$ cat config.mk
export PLATFORM = sky130hd
export DESIGN_NAME = qbuff_mem_wr
export DESIGN_NICKNAME = d
export VERILOG_FILES = /design/src/rtl/qbuff_mem_wr.sv
export SDC_FILE = /design/constraint.sdc
export NUM_CORES = 1
export LEC_CHECK = 0
export ABC_AREA = 0
export BUFFER_PORTS_ARGS = -buffer_cell sky130_fd_sc_hd__buf_2
export CAP_MARGIN = 25
export CELL_PAD_IN_SITES_DETAIL_PLACEMENT = 0
export CELL_PAD_IN_SITES_GLOBAL_PLACEMENT = 2
export CORE_AREA = 2 2 103 105
export CTS_CLUSTER_SIZE = 28
export DETAILED_ROUTE_END_ITERATION = 10
export DIE_AREA = 0 0 105 107
export PLACE_DENSITY = 0.82
export SYNTH_ARGS = -nofsm -noshare
export SYNTH_HDL_FRONTEND = slang
export SYNTH_SLANG_ARGS = --single-unit
$ cat constraint.sdc
create_clock -name aclk -period 2.7 [get_ports aclk]
set_input_delay 0.405 -clock aclk [delete_from_list [all_inputs] [get_ports aclk]]
set_output_delay 0.405 -clock aclk [all_outputs]
set_load 0.03 [all_outputs]
$ cat src/rtl/qbuff_mem_wr.sv
// Memory-writer half of the qualifier/writer handshake: captures one sample per
// write request into the capture buffer and tracks fill level and overflow status.
module qbuff_mem_wr #(
    parameter int N = 10,
    parameter int B = 32
) (
    input  logic         aclk,
    input  logic         areset,
    input  logic         start,
    input  logic         mode,
    input  logic [B-1:0] din,
    input  logic         write,
    output logic         write_ack,
    output logic         mem_we,
    output logic [N-1:0] mem_addr,
    output logic [B-1:0] mem_di,
    output logic [N:0]   count,
    output logic         full,
    output logic         wrapped,
    output logic         dropped
);

    localparam logic [2:0] IDLE_ST  = 3'd0;
    localparam logic [2:0] ARM_ST   = 3'd1;
    localparam logic [2:0] WAIT_ST  = 3'd2;
    localparam logic [2:0] WRITE_ST = 3'd3;
    localparam logic [2:0] ACK_ST   = 3'd4;

    localparam logic [N:0]   DEPTH   = {1'b1, {N{1'b0}}};
    localparam logic [N-1:0] PTR_INC = {{(N-1){1'b0}}, 1'b1};
    localparam logic [N:0]   CNT_INC = {{N{1'b0}}, 1'b1};

    logic [2:0]   state_reg, state_next;
    logic [N-1:0] ptr_reg;
    logic [N:0]   count_reg;
    logic         mode_reg;
    logic         full_reg, wrapped_reg, dropped_reg;
    logic         ack_reg, mem_we_reg;
    logic [N-1:0] mem_addr_reg;
    logic [B-1:0] mem_di_reg;

    always_comb begin
        state_next = state_reg;
        case (state_reg)
            IDLE_ST:  if (start) state_next = ARM_ST;
            ARM_ST:   state_next = WAIT_ST;
            WAIT_ST: begin
                // Losing start takes priority over a simultaneous request.
                if (!start)
                    state_next = IDLE_ST;
                else if (write)
                    state_next = (full_reg && !mode_reg) ? ACK_ST : WRITE_ST;
            end
            WRITE_ST: state_next = ACK_ST;
            ACK_ST:   if (!write) state_next = start ? WAIT_ST : IDLE_ST;
            default:  state_next = IDLE_ST;
        endcase
    end

    always_ff @(posedge aclk) begin
        if (areset) begin
            state_reg    <= IDLE_ST;
            ptr_reg      <= '0;
            count_reg    <= '0;
            mode_reg     <= 1'b0;
            full_reg     <= 1'b0;
            wrapped_reg  <= 1'b0;
            dropped_reg  <= 1'b0;
            ack_reg      <= 1'b0;
            mem_we_reg   <= 1'b0;
            mem_addr_reg <= '0;
            mem_di_reg   <= '0;
        end else begin
            state_reg  <= state_next;
            mem_we_reg <= (state_next == WRITE_ST);
            case (state_reg)
                ARM_ST: begin
                    ptr_reg     <= '0;
                    count_reg   <= '0;
                    full_reg    <= 1'b0;
                    wrapped_reg <= 1'b0;
                    dropped_reg <= 1'b0;
                    mode_reg    <= mode;
                end
                WAIT_ST: begin
                    if (state_next == WRITE_ST) begin
                        mem_addr_reg <= ptr_reg;
                        mem_di_reg   <= din;
                    end
                    // Full in stop mode: acknowledge straight away without writing.
                    if (state_next == ACK_ST) begin
                        dropped_reg <= 1'b1;
                        ack_reg     <= 1'b1;
                    end
                end
                WRITE_ST: begin
                    ptr_reg <= ptr_reg + PTR_INC;
                    if (count_reg != DEPTH)
                        count_reg <= count_reg + CNT_INC;
                    full_reg <= (count_reg >= DEPTH - CNT_INC);
                    if (count_reg == DEPTH && mode_reg)
                        wrapped_reg <= 1'b1;
                    ack_reg <= 1'b1;
                end
                ACK_ST: begin
                    if (!write)
                        ack_reg <= 1'b0;
                end
                default: ;
            endcase
        end
    end

    assign write_ack = ack_reg;
    assign mem_we    = mem_we_reg;
    assign mem_addr  = mem_addr_reg;
    assign mem_di    = mem_di_reg;
    assign count     = count_reg;
    assign full      = full_reg;
    assign wrapped   = wrapped_reg;
    assign dropped   = dropped_reg;

endmodule

# After elaboration in Yosys (flattened, before gate mapping)
# Cells that the tools add are included.
[word_totals]
regBits = 72
input_bits = 37
wordCells = 55
output_inout_bits = 58
[op_classes]
n_addsub = 2
n_eq_ne = 12
muxes = 17
order_cmp = 1
reduce_logical = 12
[ops]
columns = ["cell", "n"]
rows = [
  ["case mux 11 bit (2 select lines)", 1],
  ["case mux 10 bit (2 select lines)", 1],
  ["2-to-1 mux 3 bit", 5],
  ["case mux 3 bit (5 select lines)", 1],
  ["adder 11 x 1 -> 11 bit, second input constant", 1],
  ["equality test 11 bit, second input constant", 1],
  [">= comparator 11 x 10 -> 1 bit, second input constant", 1],
  ["2-to-1 mux 11 bit", 1],
  ["inequality test 11 bit, second input constant", 1],
  ["adder 10 x 1 -> 10 bit, second input constant", 1],
  ["equality test 3 x 2 -> 1 bit, second input constant", 3],
  ["inequality test 2 bit, second input constant", 4],
  ["AND reduction 2 bit", 4],
  ["equality test 3 bit, second input constant", 2],
  ["case mux 1 bit (2 select lines)", 3],
  ["nonzero test 2 bit", 2],
  ["equality test 3 x 1 -> 1 bit, second input constant", 1],
  ["logical NOT 3 bit", 1],
  ["2-to-1 mux 1 bit", 3],
  ["case mux 1 bit (3 select lines)", 1],
  ["AND reduction 3 bit", 1],
  ["nonzero test 3 bit", 1],
  ["logical AND 1 bit", 2],
  ["2-to-1 mux 2 bit", 1],
  ["logical NOT 1 bit", 1],
]

# Logic depth before layout (Yosys ltp)
# Gate-level depths: netlist of run 1.
[logic_depth]
depth_word = 9
ltp_mapped = 6
ltp_nobuf = 6

# Worst setup path before layout of run 1
# Ideal clock, no wire load.
[synth_path]
path_type = "reg2reg"
from = "register count_reg[0] (netlist: count[0])"
to = "register count_reg[1] (netlist: count[1])"
t_arrival_ns = 1.376
path_stages_with_launch = 7
setup_ns = 0.128
n_path_buf = 0
t_required_ns = 2.572
setup_slack_ns = 1.196
synth_period_minus_slack_ns = 1.504
cell_sequence = "dfxtp_1 -> inv_1 -> ha_1 -> nor2b_1 -> a41o_1 -> a32oi_1 -> nor2_1"
[synth_between]
elab_chain_cells = 3
elab_cells_between_ends = 6
cone_classes = "add/sub: 1; eq/ne: 2; mux: 2; reduce/logical: 1"
[synth_lines]
columns = ["item", "line", "rtl"]
rows = [
  ["from (decl)", "35", "logic [N:0] count_reg;"],
  ["from (signal assigned)", "99", "count_reg <= count_reg + CNT_INC;"],
  ["adder 11 x 1 -> 11 bit or inequality test 11 bit (tied branches)", "99, 98", ""],
  ["2-to-1 mux 11 bit or inequality test 2 bit (tied branches)", "n/a", ""],
  ["case mux 11 bit (2 select lines) or AND reduction 2 bit (tied branches)", "n/a", ""],
]
# Several ways; a longest one is shown, not always the timed one. The select of a mux whose other input is x is not followed.
# A chain may end at the register's enable or synchronous reset.

# Worst setup path in the final report of run 1
[layout_path]
from = "register state_reg[1]"
to = "register mem_addr_reg[2] (netlist: mem_addr[2])"
[layout_between]
elab_chain_cells = 5
elab_cells_between_ends = 12
cone_classes = "eq/ne: 5; mux: 5; reduce/logical: 2"
[layout_lines]
columns = ["item", "line", "rtl"]
rows = [
  ["from (decl)", "33", "logic [2:0] state_reg, state_next;"],
  ["from (signal assigned)", "74", "state_reg <= state_next;"],
  ["2-to-1 mux 3 bit", "51", "else if (write)"],
  ["2-to-1 mux 3 bit", "49", "if (!start)"],
  ["case mux 3 bit (5 select lines)", "44", "case (state_reg)"],
  ["equality test 3 x 2 -> 1 bit", "86", "if (state_next == WRITE_ST) begin"],
  ["AND reduction 2 bit (no source line) *", "n/a", ""],
  ["to (signal assigned)", "87", "mem_addr_reg <= ptr_reg;"],
  ["to (decl)", "39", "logic [N-1:0] mem_addr_reg;"],
]
# Mark *: on every way between the ends. The rest lies on a longest branch, timed or not.

==> flow_summary.ini, run 1 <==
[cts]
cts-htree-levels = 3
post-cts-setup-buffers = 0
ctsHoldBuffers = 0
clk_latency_ps = 350
cts_sinks = 72
cts_tree = built
root_buffer = clkbuf_8
cts_resized = 0
cts.clk_slew.worst_paths_ps = 80
clockBufferDepth = 2
numCtsBuffers = 9

[setup_path]
critPathBufInv = 0
crit_path_end_kind = register
crit_path_top_delay_cell = dfxtp_1
cp.depth = 4
start_kind = register
worstSetupPathType = reg2reg
cp_max_fo = 42
cpLargestDelayFamily = compound AO/OA/AOI/OAI gates
slowest_delay_ps = 660
cp.required_ps = 2980
cp_cell_sequence = and2b_1 -> o2111a_4 -> nand2_1 -> a21oi_1
cp.arrival_ps = 2240
r2r_cells = 4

[die]
dieArea_sq_um = 11200
die_h_microns = 107
die_w_microns = 105
rows = 37
start_util_pct = 29.2
core_sq_um = 10100
top_level_ports = 95

[sta]
finalSetupTns_ps = 0
setup_viol = 0
rsz0062_at_grt = no
fin_ws_ps = 746
post-route-period-util_pct = 72.4
tightest_slew_ps = 564
max_freq_mhz = 512
slew_viol_final = 0
finalHoldViolations = 0
period_needed_ps = 1950
clock_skew_ps = 8.99
timing.slew.headroom_pct = 61.9

[placed_design]
io_buffers = 94
postPlaceCellArea_sq_um = 3500
place_ws_ps = 777
place.gp.congestion = 0.755
place_hpwl_mm = 5.31

[routing]
vias = 2715
postRouteAntennaNets = 0
wl_per_cell_microns = 13.5
wirelength_mm = 7.82
vias_per_cell = 4.67
initialDrtViolationCount = 117
first_pass_iters = 4
drc = 0

[grt]
grt_max_degree = 43
grt_pass1_wl_mm = 12.6
antenna_found_initial = 0
grt_pass1_vias = 2500
grt.total_usage_pct = 14.0
grt.overflow.total = 0

[finish]
finish.instance_area_sq_um = 3700
drive_gt1_share_pct = 26.7
antenna_cells = 0
area_delta_synth_final_pct = 25.4
largest_reg_flops = 32
final_nets = 480

[synthesis]
synth_edf_count = 0
syn_nets = 394
synth_warnings = 0
syn-instance-count = 354
synth_flop_cell = dfxtp_1
ys_ff_latch = 72
synth-seq-area-share_pct = 48.9
synthArstFlopShare_pct = 0
syn_avg_cell_area_sq_um = 8.33
synth.distinct_cells = 45
syn_area_sq_um = 2950

[power]
cellLeakagePower_uw = 0.00152
power_density_nw_per_um2 = 564
total_power_uw = 2090
vdd_drop_max_mv = 0.214

[run_status]
status = finished clean

[job]
maxCapViolCount = 0

[worst_hold_path]
hp-class = in2reg
min_path_cells = 3
## routing by layer
metal	track usage, %	wire length (microns)
met5	0	0
met3	4.32	463
met4	4.29	85
met1	19.3	4010
met2	20.9	3260
## final cells by class
type / instances / area (sq um)
repair buffers: 96 / 485
clock inverters: 6 / 68.8
clock buffers: 10 / 128
inverters: 4 / 15.0
flip-flops and latches: 72 / 1440
multi-input cells: 257 / 1390
well taps: 136 / 170
fillers: 1091 / 6390
## cell usage after synthesis, types with 3 or more instances
cell type / count / area share, %
nand3_1: 11 / 1.9
xnor2_1: 3 / 0.89
a21oi_1: 54 / 9.2
nor3_1: 3 / 0.51
buf_4: 5 / 1.3
nand2_1: 92 / 12
nor2b_1: 4 / 0.85
nand4_1: 7 / 1.5
nand3b_1: 3 / 0.76
xor2_1: 10 / 3.0
and3_1: 3 / 0.64
clkbuf_1: 7 / 0.89
dfxtp_1: 72 / 49
a21o_1: 3 / 0.76
buf_2: 7 / 1.2
and4b_1: 3 / 1.0
o21ai_0: 4 / 0.68
nor2_1: 25 / 3.2
inv_1: 4 / 0.51
ha_1: 3 / 1.3
## kinds of logic (layout without fill, tap and decap cells)
group	after synthesis	count (layout)	synth area share (%)
DFF	72	72	48.9
xor gates and xnor gates	13	13	3.86
buffers and inverters	25	116	4.37
and+or+nand+nor	169	169	27.1
AOI/OAI and AO/OA	72	72	14.5
adders and majority gates	3	3	1.27
## report_power, final
| group | switching (uW) | leakage, uW | internal (uW) | total, uW |
|---|---|---|---|---|
| sequential | 13.6 | 0.000581 | 1070 | 1090 |
| combinational | 81.3 | 0.000856 | 44.7 | 126 |
| clock | 446 | 0.0000851 | 430 | 876 |
| total | 541 | 0.00152 | 1550 | 2090 |
## final timing paths
| path | end | start | slack [ps] |
|---|---|---|---|
| setup / recovery | mem_addr[2] | state_reg[1] | 750 |
| hold / removal | mode_reg | mode | 280 |
| setup reg to reg | mem_addr[2] | state_reg[1] | 750 |
| hold reg to reg | mem_di[31] | mem_di[31] | 450 |
## worst register-to-register path: stages (launching register included)
cell,delay [ps]
dfxtp_1,660
and2b_1,390
o2111a_4,570
nand2_1,130
a21oi_1,140
## through the flow
step | hold WS (ps) | utilization, % | std cells
4_1_cts | 263 | 36.6 | 581
3_3_place_gp | 440 | 34.7 | 565
2_1_floorplan | 444 | - | 354
6_report | 276 | 36.6 | 581
3_5_place_dp | 444 | 34.7 | 565
5_1_grt | 261 | 36.6 | 581
## cells in the final DEF (no fill, tap or decap), types with 7 or more instances in the layout
| master | count |
|---|---|
| buf_2 | 94 |
| nand2_1 | 92 |
| dfxtp_1 | 72 |
| a21oi_1 | 54 |
| nor2_1 | 25 |
| nand3_1 | 11 |
| xor2_1 | 10 |
| clkbuf_8 | 9 |
| nand4_1 | 7 |
Note: power is estimated with default switching activity, not from simulation.
==> inputs of run 2 (changes only) <==
--- a/config.mk
+++ b/config.mk
@@ -10,11 +10,11 @@
 export CAP_MARGIN = 25
 export CELL_PAD_IN_SITES_DETAIL_PLACEMENT = 0
 export CELL_PAD_IN_SITES_GLOBAL_PLACEMENT = 2
-export CORE_AREA = 2 2 103 105
+export CORE_AREA = 2 2 112 114
 export CTS_CLUSTER_SIZE = 28
 export DETAILED_ROUTE_END_ITERATION = 10
-export DIE_AREA = 0 0 105 107
-export PLACE_DENSITY = 0.82
+export DIE_AREA = 0 0 114 116
+export PLACE_DENSITY = 0.74
 export SYNTH_ARGS = -nofsm -noshare
 export SYNTH_HDL_FRONTEND = slang
 export SYNTH_SLANG_ARGS = --single-unit
==> constraint.sdc (replaced) <==
create_clock -name aclk -period 1.6 [get_ports aclk]
set_input_delay 0.24 -clock aclk [delete_from_list [all_inputs] [get_ports aclk]]
set_output_delay 0.24 -clock aclk [all_outputs]
set_load 0.03 [all_outputs]
==> flow_summary.ini, run 2 (synthesis gave the netlist of run 1 again) <==
[routing]
initialDrtViolationCount = 117
vias = 2683
postRouteAntennaNets = 0
wl_per_cell_microns = 13.1
wirelength_mm = 7.90
first_pass_iters = 6
drc = 0
vias_per_cell = 4.45

[power]
power_density_nw_per_um2 = 1040
cellLeakagePower_uw = 0.00165
vdd_drop_max_mv = 0.514

[grt]
grt.total_usage_pct = 12.2
grt_pass1_wl_mm = 12.8
grt_max_degree = 46
antenna_found_initial = 0
grt_pass1_vias = 2542
grt.overflow.total = 0

[die]
core_sq_um = 11900
die_w_microns = 114
dieArea_sq_um = 13200
rows = 40
die_h_microns = 116
top_level_ports = 95
start_util_pct = 24.8

[sta]
post-route-period-util_pct = 91.7
timing.slew.headroom_pct = 69.4
finalSetupTns_ps = 0
slew_viol_final = 0
setup_viol = 0
whs_ps = 138
finalHoldViolations = 0
max_freq_mhz = 681
clock_skew_ps = 11.5
rsz0062_at_grt = no
period_needed_ps = 1470
tightest_slew_ps = 453

[setup_path]
reg2reg_from = state_reg[2]
cp_max_fo = 12
crit_path_end_kind = register
crit_path_top_delay_cell = and2b_1
worstSetupPathType = reg2reg
slowest_delay_ps = 390
endpoint = mem_di[15]
cp_cell_sequence = and2b_1 -> o2111a_4 -> buf_4 -> nand2_1 -> a21oi_1
start_kind = register
cp.depth = 5
crit_start = state_reg[2]
cp.arrival_ps = 1720
rrSetupSlack_ps = 130
cpLargestDelayFamily = simple AND/OR/NAND/NOR gates
cp.required_ps = 1850
critPathBufInv = 1
r2r_cells = 5
reg2reg_to = mem_di[15]

[finish]
n_fill_cell = 1279
final_cells = 603
final_common_cell = buf_2
antenna_cells = 0
finish.instance_area_sq_um = 3940
area_delta_synth_final_pct = 33.4
drive_gt1_share_pct = 28.7
largest_reg_flops = 32
final_nets = 491
final_cell_mix = 94 x buf_2, 92 x nand2_1, 71 x dfxtp_1

[run_status]
status = finished clean

[cts]
root_buffer = clkbuf_16
cts_tree = built
numCtsBuffers = 9
cts_sinks = 72
clk_latency_ps = 330
cts-htree-levels = 3
clockBufferDepth = 2
cts.clk_slew.worst_paths_ps = 60

[placed_design]
place_inst = 586
postPlaceCellArea_sq_um = 3630
place_hpwl_mm = 5.50
io_buffers = 94
place.gp.congestion = 0.757

[worst_hold_path]
hp-class = in2reg

[job]
maxCapViolCount = 0
run 2: cell types whose count changed in the layout (fill, tap and decap cells not counted), moves of 2 or more:
cell | previous run | this run
buf_4 | 2 | 10
clkbuf_8 | 9 | 0
clkinvlp_4 | 4 | 1
clkbuf_16 | 0 | 9
buf_12 | 0 | 3
clkinv_4 | 0 | 2
run 2: timing repair:
action	in CTS	in global routing
buffers inserted	0	1
resized for setup	0	1
hold buffers	0	0
endpoints found under the setup margin	0	10
run 2: where the power goes:
group          total, uW  internal [uW]  switching, uW
Sequential          1820           1810           13.1
Combinational        249           96.9            152
Clock               2000           1220            786
run 2: worst min path at each step:
stage / start / end / slack, ps / depth (start not counted)
2_1_floorplan: areset / state_reg[1] / 310 / 1
3_3_place_gp: mem_di[9] / mem_di[9] / 440 / 2
3_5_place_dp: mem_di[10] / mem_di[10] / 440 / 2
4_1_cts: din[8] / mem_di[8] / 130 / 3
5_1_grt: din[28] / mem_di[28] / 140 / 3
6_report: din[3] / mem_di[3] / 140 / 3
run 2: routing by layer:
| layer | part of all wire (%) | track usage [%] |
|---|---|---|
| met5 | 0 | 0 |
| met3 | 6.7 | 4.08 |
| met1 | 50 | 16.6 |
| met4 | 0.66 | 2.93 |
| met2 | 43 | 18.9 |
run 2: cell type report:
type | instances | area [sq um] | area share [%]
Sequential cell | 72 | 1440 | 36.7
Clock inverter | 6 | 68.8 | 1.75
Clock buffer | 10 | 229 | 5.82
Multi-Input combinational cell | 257 | 1390 | 35.3
Timing Repair Buffer | 107 | 606 | 15.4
Inverter | 4 | 15.0 | 0.382
Tap cell | 147 | 184 | 4.67
run 2: worst min-delay path, cell delays in order:
cell and delay, ps:
buf_2 90, nand2_1 40, a21oi_1 50
run 2: metrics by stage:
step | total power [uW] | utilization, % | setup slack (ps)
4_1_cts | 4160 | 33.0 | 101
3_5_place_dp | 2110 | 30.5 | 110
6_report | 4070 | 33.0 | 132
5_1_grt | 4260 | 33.0 | 3.00
3_3_place_gp | 2110 | 30.5 | 132
2_1_floorplan | 2000 | - | 96.2
==> inputs of run 3 (changes only) <==
--- a/config.mk
+++ b/config.mk
@@ -15,6 +15,7 @@
 export DETAILED_ROUTE_END_ITERATION = 10
 export DIE_AREA = 0 0 114 116
 export PLACE_DENSITY = 0.74
+export RECOVER_POWER = 50
 export SYNTH_ARGS = -nofsm -noshare
 export SYNTH_HDL_FRONTEND = slang
 export SYNTH_SLANG_ARGS = --single-unit
==> flow_summary.ini, run 3 (synthesis gave the netlist of run 1 again) <==
[setup_path]
cp.arrival_ps = 1710
critPathBufInv = 1
worstSetupPathType = reg2reg
cpLargestDelayFamily = simple AND/OR/NAND/NOR gates
crit_path_top_delay_cell = and2b_1
crit_path_end_kind = register
rrSetupSlack_ps = 150
slowest_delay_ps = 380
cp_cell_sequence = and2b_1 -> o2111a_4 -> buf_4 -> nand2_1 -> a21oi_1
cp.required_ps = 1850
reg2reg_to = mem_di[15]
cp_max_fo = 12
start_kind = register
reg2reg_from = state_reg[2]
r2r_cells = 5

[routing]
drc = 0
first_pass_iters = 5
wirelength_mm = 7.99
vias = 2698
wl_per_cell_microns = 13.2
initialDrtViolationCount = 152
postRouteAntennaNets = 0
vias_per_cell = 4.47

[sta]
clock_skew_ps = 11.4
period_needed_ps = 1450
fin_ws_ps = 146
setup_viol = 0
rsz0062_at_grt = no
tightest_slew_ps = 452
slew_viol_final = 0
timing.slew.headroom_pct = 69.5
finalSetupTns_ps = 0
finalHoldViolations = 0
max_freq_mhz = 688
post-route-period-util_pct = 90.9

[power]
cellLeakagePower_uw = 0.00140
switchingPower_uw = 953
combPwrFrac_pct = 5.9
internal-power_uw = 3120
vdd_drop_max_mv = 0.514
p_seq_share_pct = 44.9
switching_share_pct = 23.4
power_density_nw_per_um2 = 1060
power_frac_clock_pct = 49.2

[cts]
cts.clk_slew.worst_paths_ps = 60
clockBufferDepth = 2
numCtsBuffers = 9
cts_sinks = 72
clk_latency_ps = 330
root_buffer = clkbuf_16
cts-htree-levels = 3
cts_tree = built
ctsHoldBuffers = 0

[die]
rows = 40
dieArea_sq_um = 13200
core_sq_um = 11900
start_util_pct = 24.8
top_level_ports = 95
die_w_microns = 114
die_h_microns = 116

[finish]
antenna_cells = 0
area_delta_synth_final_pct = 30.5
drive_gt1_share_pct = 15.8
final_cells = 603
largest_reg_flops = 32
final_nets = 491
final_common_cell = nand2_1
final_cell_mix = 92 x nand2_1, 71 x dfxtp_1, 59 x clkbuf_1

[grt]
grt.total_usage_pct = 12.2
antenna_found_initial = 0
grt_pass1_vias = 2542
grt_max_degree = 46
grt_pass1_wl_mm = 12.8
grt.overflow.total = 0

[run_status]
status = finished clean

[placed_design]
io_buffers = 94
place.gp.congestion = 0.757
place_ws_ps = 110
place_inst = 586
place_hpwl_mm = 5.50

[worst_hold_path]
min_to = mem_di[3]
min_path_cells = 3
hp-start = din[3]
hp-class = in2reg

[job]
maxCapViolCount = 0
## run 3: worst max-delay path by stage
stage / startpoint / to / slack, ps / cells past startpoint
after detailed placement: state_reg[0] / mem_di[15] / 110 / 6
after global routing: count[7] / count[1] / 4 / 4
after global placement: state_reg[0] / mem_addr[3] / 130 / 6
after CTS: state_reg[0] / mem_di[15] / 100 / 6
after floorplan: count[0] / count[1] / 100 / 6
final: state_reg[2] / mem_di[15] / 150 / 5
## run 3: stage by stage
| step | utilization [%] | area, sq um | hold slack (ps) | power (uW) |
|---|---|---|---|---|
| final | 32.3 | 3850 | 137 | 4070 |
| after CTS | 33.0 | 3930 | 126 | 4160 |
| after global placement | 30.5 | 3630 | 439 | 2110 |
| after global routing | 32.3 | 3850 | 139 | 4250 |
| after detailed placement | 30.5 | 3630 | 444 | 2110 |
| after floorplan | - | 2950 | 309 | 2000 |
## run 3: power groups by stage
stage               combinational [uW]  sequential [uW]  clock [uW]
finish                             241             1830        2000
global route                       264             1830        2160
CTS                                248             1820        2080
detailed placement                 248             1860           0
global placement                   248             1860           0
floorplan                          113             1890           0
## run 3: worst reg2reg max path, cell delays in order (launching register included)
cell and delay [ps]:
dfxtp_1 330, and2b_1 380, o2111a_4 290, buf_4 180
nand2_1 70, a21oi_1 130
## run 3: metal layers
metal,vias up,GRT usage (%),share of wire [%]
li1,1408,-,-
met1,1208,16.6,50
met2,78,18.9,43
met3,4,4.08,6.0
met4,0,2.93,0.65
met5,-,0,0
## run 3: area by class of cell
type,instances,area (sq um)
multi-input cells,257,1390
inverters,4,15.0
well taps,147,184
clock inverters,6,68.8
flip-flops and latches,72,1440
fillers,1307,8060
repair buffers,107,526
clock buffers,10,229
## run 3: repair_timing
action / 4_1_cts / 5_1_grt
setup buffers: 0 / 1
setup endpoints to repair: 0 / 10
gates resized for setup: 0 / 1
